**config.mk**
```make
export PLATFORM = sky130hd
export DESIGN_NAME = struct_pair_assembler_flat
export DESIGN_NICKNAME = d
export VERILOG_FILES = /design/src/rtl/struct_pair_assembler_if.sv /design/src/rtl/struct_pair_assembler.sv /design/src/flat_wrapper.sv
export SDC_FILE = /design/constraint.sdc
export NUM_CORES = 1
export LEC_CHECK = 0
export ABC_AREA = 1
export BUFFER_PORTS_ARGS = -buffer_cell sky130_fd_sc_hd__buf_2
export CORE_MARGIN = 2
export CORE_UTILIZATION = 45
export DETAILED_ROUTE_END_ITERATION = 8
export GPL_TIMING_DRIVEN = 0
export HOLD_SLACK_MARGIN = 0.02
export PLACE_DENSITY_LB_ADDON = 0.08
export SLEW_MARGIN = 20
export SYNTH_ARGS = -nofsm -noshare
export SYNTH_HDL_FRONTEND = slang
export SYNTH_SLANG_ARGS = --single-unit
```
**constraint.sdc**
```tcl
create_clock -name clk -period 5.4 [get_ports clk]
set_input_delay 0.81 -clock clk [delete_from_list [all_inputs] [get_ports clk]]
set_output_delay 0.81 -clock clk [all_outputs]
set_load 0.005 [all_outputs]
```
**src/rtl/struct_pair_assembler_if.sv**
```systemverilog
// Field-write and record-read signals of struct_pair_assembler.
// The slave modport is the assembler side; master is the producer/consumer side.
interface struct_pair_assembler_if #(
  parameter int FIELD_W = 32,
  parameter int DEPTH   = 4
);
  logic                     a_valid;
  logic [FIELD_W-1:0]       a_data;
  logic                     a_dup;
  logic                     a_ready;
  logic                     b_valid;
  logic [FIELD_W-1:0]       b_data;
  logic                     b_ready;
  logic                     out_valid;
  logic                     out_ready;
  logic [2*FIELD_W-1:0]     out_data;
  logic [FIELD_W-1:0]       out_a;
  logic [$clog2(DEPTH):0]   count;

  modport slave (
    input  a_valid, a_data, a_dup, b_valid, b_data, out_ready,
    output a_ready, b_ready, out_valid, out_data, out_a, count
  );

  modport master (
    output a_valid, a_data, a_dup, b_valid, b_data, out_ready,
    input  a_ready, b_ready, out_valid, out_data, out_a, count
  );
endinterface

```
**src/rtl/struct_pair_assembler.sv**
```systemverilog
// Stages independently written a/b fields, commits complete {a, b} records
// into a DEPTH-entry FIFO and presents the head with valid/ready.
module struct_pair_assembler #(
  parameter int FIELD_W = 32,
  parameter int DEPTH   = 4
) (
  input  logic                    clk,
  input  logic                    rst,
  struct_pair_assembler_if.slave  bus
);
  localparam int AW = $clog2(DEPTH);
  localparam int CW = AW + 1;
  localparam logic [CW-1:0] FULL = CW'(DEPTH);

  typedef struct packed {
    logic [FIELD_W-1:0] a;
    logic [FIELD_W-1:0] b;
  } rec_t;

  logic               a_held_q, a_held_d;
  logic               b_held_q, b_held_d;
  logic [FIELD_W-1:0] a_val_q, a_val_d;
  logic [FIELD_W-1:0] b_val_q, b_val_d;
  logic [AW-1:0]      wr_ptr_q, wr_ptr_d;
  logic [AW-1:0]      rd_ptr_q, rd_ptr_d;
  logic [CW-1:0]      count_q, count_d;
  rec_t               mem_q [DEPTH];

  logic commit, pop, a_free, b_free, a_acc, dup_acc, b_acc, out_valid;
  rec_t head;

  // A slot being committed this cycle can be refilled in the same cycle.
  assign commit  = a_held_q && b_held_q && (count_q != FULL);
  assign a_free  = !a_held_q || commit;
  assign b_free  = !b_held_q || commit;

  assign bus.a_ready = a_free && (!bus.a_dup || b_free);
  assign bus.b_ready = b_free && !(bus.a_valid && bus.a_dup);

  assign a_acc   = bus.a_valid && bus.a_ready;
  assign dup_acc = a_acc && bus.a_dup;
  assign b_acc   = bus.b_valid && bus.b_ready;

  assign out_valid = (count_q != '0);
  assign pop       = out_valid && bus.out_ready;
  assign head      = out_valid ? mem_q[rd_ptr_q] : '0;

  assign bus.out_valid = out_valid;
  assign bus.out_data  = head;
  assign bus.out_a     = head.a;
  assign bus.count     = count_q;

  always_comb begin
    // NOTE: every signal assigned here gets a default first, so no latch is inferred.
    a_held_d = a_held_q;
    b_held_d = b_held_q;
    a_val_d  = a_val_q;
    b_val_d  = b_val_q;
    wr_ptr_d = wr_ptr_q;
    rd_ptr_d = rd_ptr_q;
    count_d  = count_q;

    if (commit) begin
      a_held_d = 1'b0;
      b_held_d = 1'b0;
      wr_ptr_d = wr_ptr_q + AW'(1);
    end
    // A new accept overrides the clear-on-commit of its slot.
    if (a_acc) begin
      a_held_d = 1'b1;
      a_val_d  = bus.a_data;
    end
    if (dup_acc) begin
      b_held_d = 1'b1;
      b_val_d  = bus.a_data;
    end
    if (b_acc) begin
      b_held_d = 1'b1;
      b_val_d  = bus.b_data;
    end

    if (pop) rd_ptr_d = rd_ptr_q + AW'(1);

    unique case ({commit, pop})
      2'b10:   count_d = count_q + CW'(1);
      2'b01:   count_d = count_q - CW'(1);
      default: count_d = count_q;
    endcase
  end

  always_ff @(posedge clk) begin
    // NOTE: sequential state uses non-blocking assignments so every register samples pre-edge values.
    if (rst) begin
      a_held_q <= 1'b0;
      b_held_q <= 1'b0;
      a_val_q  <= '0;
      b_val_q  <= '0;
      wr_ptr_q <= '0;
      rd_ptr_q <= '0;
      count_q  <= '0;
    end else begin
      a_held_q <= a_held_d;
      b_held_q <= b_held_d;
      a_val_q  <= a_val_d;
      b_val_q  <= b_val_d;
      wr_ptr_q <= wr_ptr_d;
      rd_ptr_q <= rd_ptr_d;
      count_q  <= count_d;
    end
  end

  // NOTE: the storage array has no reset; count gates out_data, so stale entries are never seen.
  always_ff @(posedge clk) begin
    if (commit) mem_q[wr_ptr_q] <= '{a: a_val_q, b: b_val_q};
  end
endmodule

```
**src/flat_wrapper.sv**
```systemverilog
// flat-port wrapper written by rule: the top's interface ports become plain ports
module struct_pair_assembler_flat 
#(
  parameter int FIELD_W = 32,
  parameter int DEPTH   = 4
)
  (clk, rst, bus_a_valid, bus_a_data, bus_a_dup, bus_b_valid, bus_b_data, bus_out_ready, bus_a_ready, bus_b_ready, bus_out_valid, bus_out_data, bus_out_a, bus_count);
  struct_pair_assembler_if #(.FIELD_W(FIELD_W), .DEPTH(DEPTH)) bus_i ();
  input  logic clk;
  input  logic rst;
  input wire logic [$bits(bus_i.a_valid)-1:0] bus_a_valid;
  input wire logic [$bits(bus_i.a_data)-1:0] bus_a_data;
  input wire logic [$bits(bus_i.a_dup)-1:0] bus_a_dup;
  input wire logic [$bits(bus_i.b_valid)-1:0] bus_b_valid;
  input wire logic [$bits(bus_i.b_data)-1:0] bus_b_data;
  input wire logic [$bits(bus_i.out_ready)-1:0] bus_out_ready;
  output wire logic [$bits(bus_i.a_ready)-1:0] bus_a_ready;
  output wire logic [$bits(bus_i.b_ready)-1:0] bus_b_ready;
  output wire logic [$bits(bus_i.out_valid)-1:0] bus_out_valid;
  output wire logic [$bits(bus_i.out_data)-1:0] bus_out_data;
  output wire logic [$bits(bus_i.out_a)-1:0] bus_out_a;
  output wire logic [$bits(bus_i.count)-1:0] bus_count;
  assign bus_i.a_valid = bus_a_valid;
  assign bus_i.a_data = bus_a_data;
  assign bus_i.a_dup = bus_a_dup;
  assign bus_i.b_valid = bus_b_valid;
  assign bus_i.b_data = bus_b_data;
  assign bus_i.out_ready = bus_out_ready;
  assign bus_a_ready = bus_i.a_ready;
  assign bus_b_ready = bus_i.b_ready;
  assign bus_out_valid = bus_i.out_valid;
  assign bus_out_data = bus_i.out_data;
  assign bus_out_a = bus_i.out_a;
  assign bus_count = bus_i.count;
  struct_pair_assembler #(.FIELD_W(FIELD_W), .DEPTH(DEPTH)) u_core (.clk(clk), .rst(rst), .bus(bus_i));
endmodule
```
==> impl.org <==
** Synthesis
- In the synthesized netlist, the number of instances is 1322.
- Cells taking the most area after synthesis :: edfxtp_1 56%, dfxtp_1 11%, nor2_1 8.1%, a21oi_1 5.0%, o21ai_0 4.8%
- After synthesis the netlist holds a flip-flop and latch count of 331.
- edfxtp_1 takes more of the synthesized area than any other cell.
- Yosys cell types :: 24
- The synthesized design devotes to its leading area cell type 56.1% of total area.
- In this run the cell area of the synthesized design comes to 0.0137 mm2.
- Yosys warnings :: 0
- Synthesized area per cell :: 10.4 um2
- Sequential cells were found to cover 67.0% of the synthesized design area.
- Synthesized net count :: 1398

** Worst setup path
- The worst register-to-register path begins at u_core.bus.count[1].
- Crit. End Element :: output pin
- In this run the worst path has a maximum fanout of 10.
- Highest cell delay on the worst timing path :: 0.61 ns
- FF-to-FF setup slack :: 2.73 ns
- Worst Path Buf+Inv :: 5
- Cell count of the worst reg-to-reg path :: 11
- Cell with the largest stage delay on the worst path :: clkbuf_1
- Data on the critical path is required at its endpoint by 4.59 ns.
- Cell mode on critical path :: clkbuf_1
- The endpoint identified for the worst register-to-register timing path is u_core.bus.count[2].
- Arrival @ worst endpoint :: 2.77 ns
- Crit-path leading delay family :: buffers and inverters
- Crit Path Class :: flop to output pin
- Type of origin of the critical path :: flop
- Critical path, cell by cell :: inv_2 -> clkbuf_1 -> clkbuf_1 -> o21ai_0 -> a21oi_1 -> buf_4 -> buf_2

** Floorplanning
- Initial standard-cell utilization of the core :: 46.0%
- The floorplan step defined a die boundary enclosing 0.0319 mm2.
- In this run the core area contains 63 standard-cell rows.
- From left edge to right edge, the die measures 179 um.
- CORE AREA :: 0.0298 mm2
- 172 I/O pins were placed.
- Vert. Die Dim :: 179 um

** STA
- The total count of hold-check failures in the final report is 0.
- Highest Clock Rate :: 279 MHz
- Worst hold slack :: 0.474 ns
- Max transition margin :: 42.4%
- At the pin with the least slew margin, the transition time is 0.864 ns.
- Setup violations remaining at the end of the flow were counted as 0.
- Minimum clock period :: 3.58 ns
- The final max-slew violation count was 0.
- The final critical path takes up 66.3% of the cycle.
- Across the routed clock network, the largest skew measured is 0.00971 ns.
- RSZ-0062 raised after global routing :: no

** Hold path
- Count of cells along the worst hold path :: 2
- The min-delay analysis places its worst path in the category flop to flop.
- The worst hold path begins at u_core.rd_ptr_q[1].

** Detailed routing
- Total iterations of the first detailed-routing run :: 5
- Detailed-route via count :: 10238
- DRC violation count after routing :: 0
- Detailed Route Iter0 Violations :: 982
- Dividing the detail-routed wire length by the instance count gives 19.3 um.
- Final routed wirelength across all metal layers :: 37800 um
- Using the TritonRoute via totals, the vias-per-cell ratio works out to 5.24.
- Post-route antenna net violation count :: 0

** CTS
- Clock tree sinks :: 331
- TritonCTS built the clock tree.
- CTS built an H-tree with a depth of 2.
- Post-cts sizing count :: 0
- Inserted Clock Buffers :: 35
- Buffer levels on the longest clock path :: 3
- Clock latency of the later-clocked register in the worst-skew pair :: 0.51 ns
- Clock edge transition at the registers on the reported setup and hold paths :: 0.06 ns
- Number of buffers added for setup after CTS :: 0
- Hold bufs inserted after CTS :: 0
- Clock root buffer :: clkbuf_16

** GRT
- The first global-routing pass estimated 55800 um of wire.
- Maximum number of pins on one net before global-route repair :: 24
- Global routing used 23.7% of the available tracks across all layers.
- Initial antenna violation count :: 0
- After global routing the overflow that remains totals 0.
- Vias in the first global route :: 9231

** Layout
- In the final layout, flip-flops and latches occupy 0.00919 mm2.
- Signed area change from the synthesized netlist to the final layout :: 20.5%
- After the last flow step, the layout net total stands at 1615.
- Summing all multi-input logic gate instances after layout gives 0.00369 mm2.
- Most used cells in the layout excluding fill and tap cells :: 291 x nor2_1, 256 x edfxtp_1, 198 x buf_2
- Counting the fill cells in the layout gives 2631.
- Measured on the finished design, the core utilization comes to 55.4%.
- Layout cell share with drive strength beyond 1 :: 20.1%
- Inserted Diodes :: 0
- Most common cell after layout, fill and taps aside :: nor2_1

** Power
- Registers are responsible for 46.9% of the overall power.
- VDD sags by at most 0.186 mV.
- Share of power burned in the clock network :: 39.1%
- Net switching fraction of the power :: 25.5%
- Net switching power figure :: 1590 uW
- Cell internal power dissipation :: 4660 uW
- Combinational power share :: 14.0%
- Power per standard cell area :: 379 mW/mm2
- Leakage power of the design :: 0.00658 uW

** Place
- Post-detailed-placement half-perimeter wirelength :: 26200 um
- Final RePlAce weighted congestion :: 0.906
- Port-buffer cells :: 168

** Run status
- The flow ran to the end, and the final reports show no timing, DRC or antenna violations.

** Flow run
- Count of maximum capacitance violations :: 0
==> kinds of logic after synthesis <==
family | count (synthesis) | share of synthesized area [%]
buffers and inverters | 176 | 6.30
DFF | 331 | 67.0
and+or+nand+nor | 535 | 16.1
adders and majority gates | 6 | 0.602
AOI/OAI and AO/OA | 274 | 10.0
==> layer usage <==
| metal | wire length, um | track usage, % |
|---|---|---|
| met1 | 16900 | 34.1 |
| met3 | 2440 | 3.35 |
| met5 | 0 | 0 |
| met2 | 17200 | 37.0 |
| met4 | 1170 | 7.93 |
==> tightest hold or removal path, cell delays in order (launching register included) <==
cell and delay, ns:
dfxtp_1 0.30, inv_1 0.06, a21oi_1 0.07
==> layout make-up <==
type | count | area share, %
timing repair buffer | 180 | 6.77
multi-input combinational | 815 | 22.3
clock buffer | 49 | 6.06
clock inverter | 13 | 1.01
sequential | 331 | 55.6
tap | 390 | 2.95
buffer | 125 | 4.07
inverter | 51 | 1.16
==> stage by stage <==
step	setup TNS [ns]	setup slack, ns	power (uW)	instance area, um2	instances
after CTS	0	1.78	6290	16500	1954
after detailed placement	0	2.32	3870	15300	1892
after floorplan	0	1.44	3470	13700	1322
final	0	1.82	6260	16500	1954
after global placement	-261.05	-1.12	3850	15000	1880
after global routing	0	1.67	6490	16500	1954
==> cell usage after synthesis <==
cell type,number
nor2_1,295
edfxtp_1,256
a21oi_1,138
nand2_1,136
o21ai_0,132
dfxtp_1,75
nand3_1,66
inv_1,46
clkbuf_1,43
buf_4,34
nand4_1,32
buf_2,30
buf_1,13
buf_6,5
ha_1,5
inv_2,4
nand2_2,3
o21ai_1,3
a21boi_0,1
clkinv_1,1
fa_1,1
nand2_4,1
nand3_2,1
nand4_2,1
==> power by group through the flow <==
| stage | sequential (uW) | clock (uW) | combinational, uW |
|---|---|---|---|
| CTS | 2930 | 2470 | 884 |
| finish | 2930 | 2450 | 876 |
| floorplan | 2950 | 0 | 519 |
| global route | 2940 | 2580 | 973 |
| detailed placement | 2980 | 0 | 880 |
| global placement | 2990 | 0 | 861 |
==> sequential cells by signal, summed over array words and instances, names as in the netlist, named ones only <==
register,count
u_core.a_held_q,1
u_core.a_val_q,32
u_core.b_held_q,1
u_core.b_val_q,32
u_core.bus.count,3
u_core.mem_q,256
u_core.rd_ptr_q,2
u_core.wr_ptr_q,2
==> how the worst max path moves through the flow <==
stage               startpoint                  end  slack (ns)  cells after the start
3_5_place_dp              flop     bus_out_data[50]        2.32                      7
4_1_cts                   flop     bus_out_data[50]        1.78                      7
5_1_grt                   flop     bus_out_data[58]        1.67                      7
3_3_place_gp   u_core.b_held_q  u_core.mem_q[2][55]       -1.12                      5
6_report                  flop     bus_out_data[60]        1.82                      7
2_1_floorplan  u_core.b_held_q   u_core.mem_q[0][0]        1.44                      5
No activity file was read; power rests on OpenSTA's default activity.
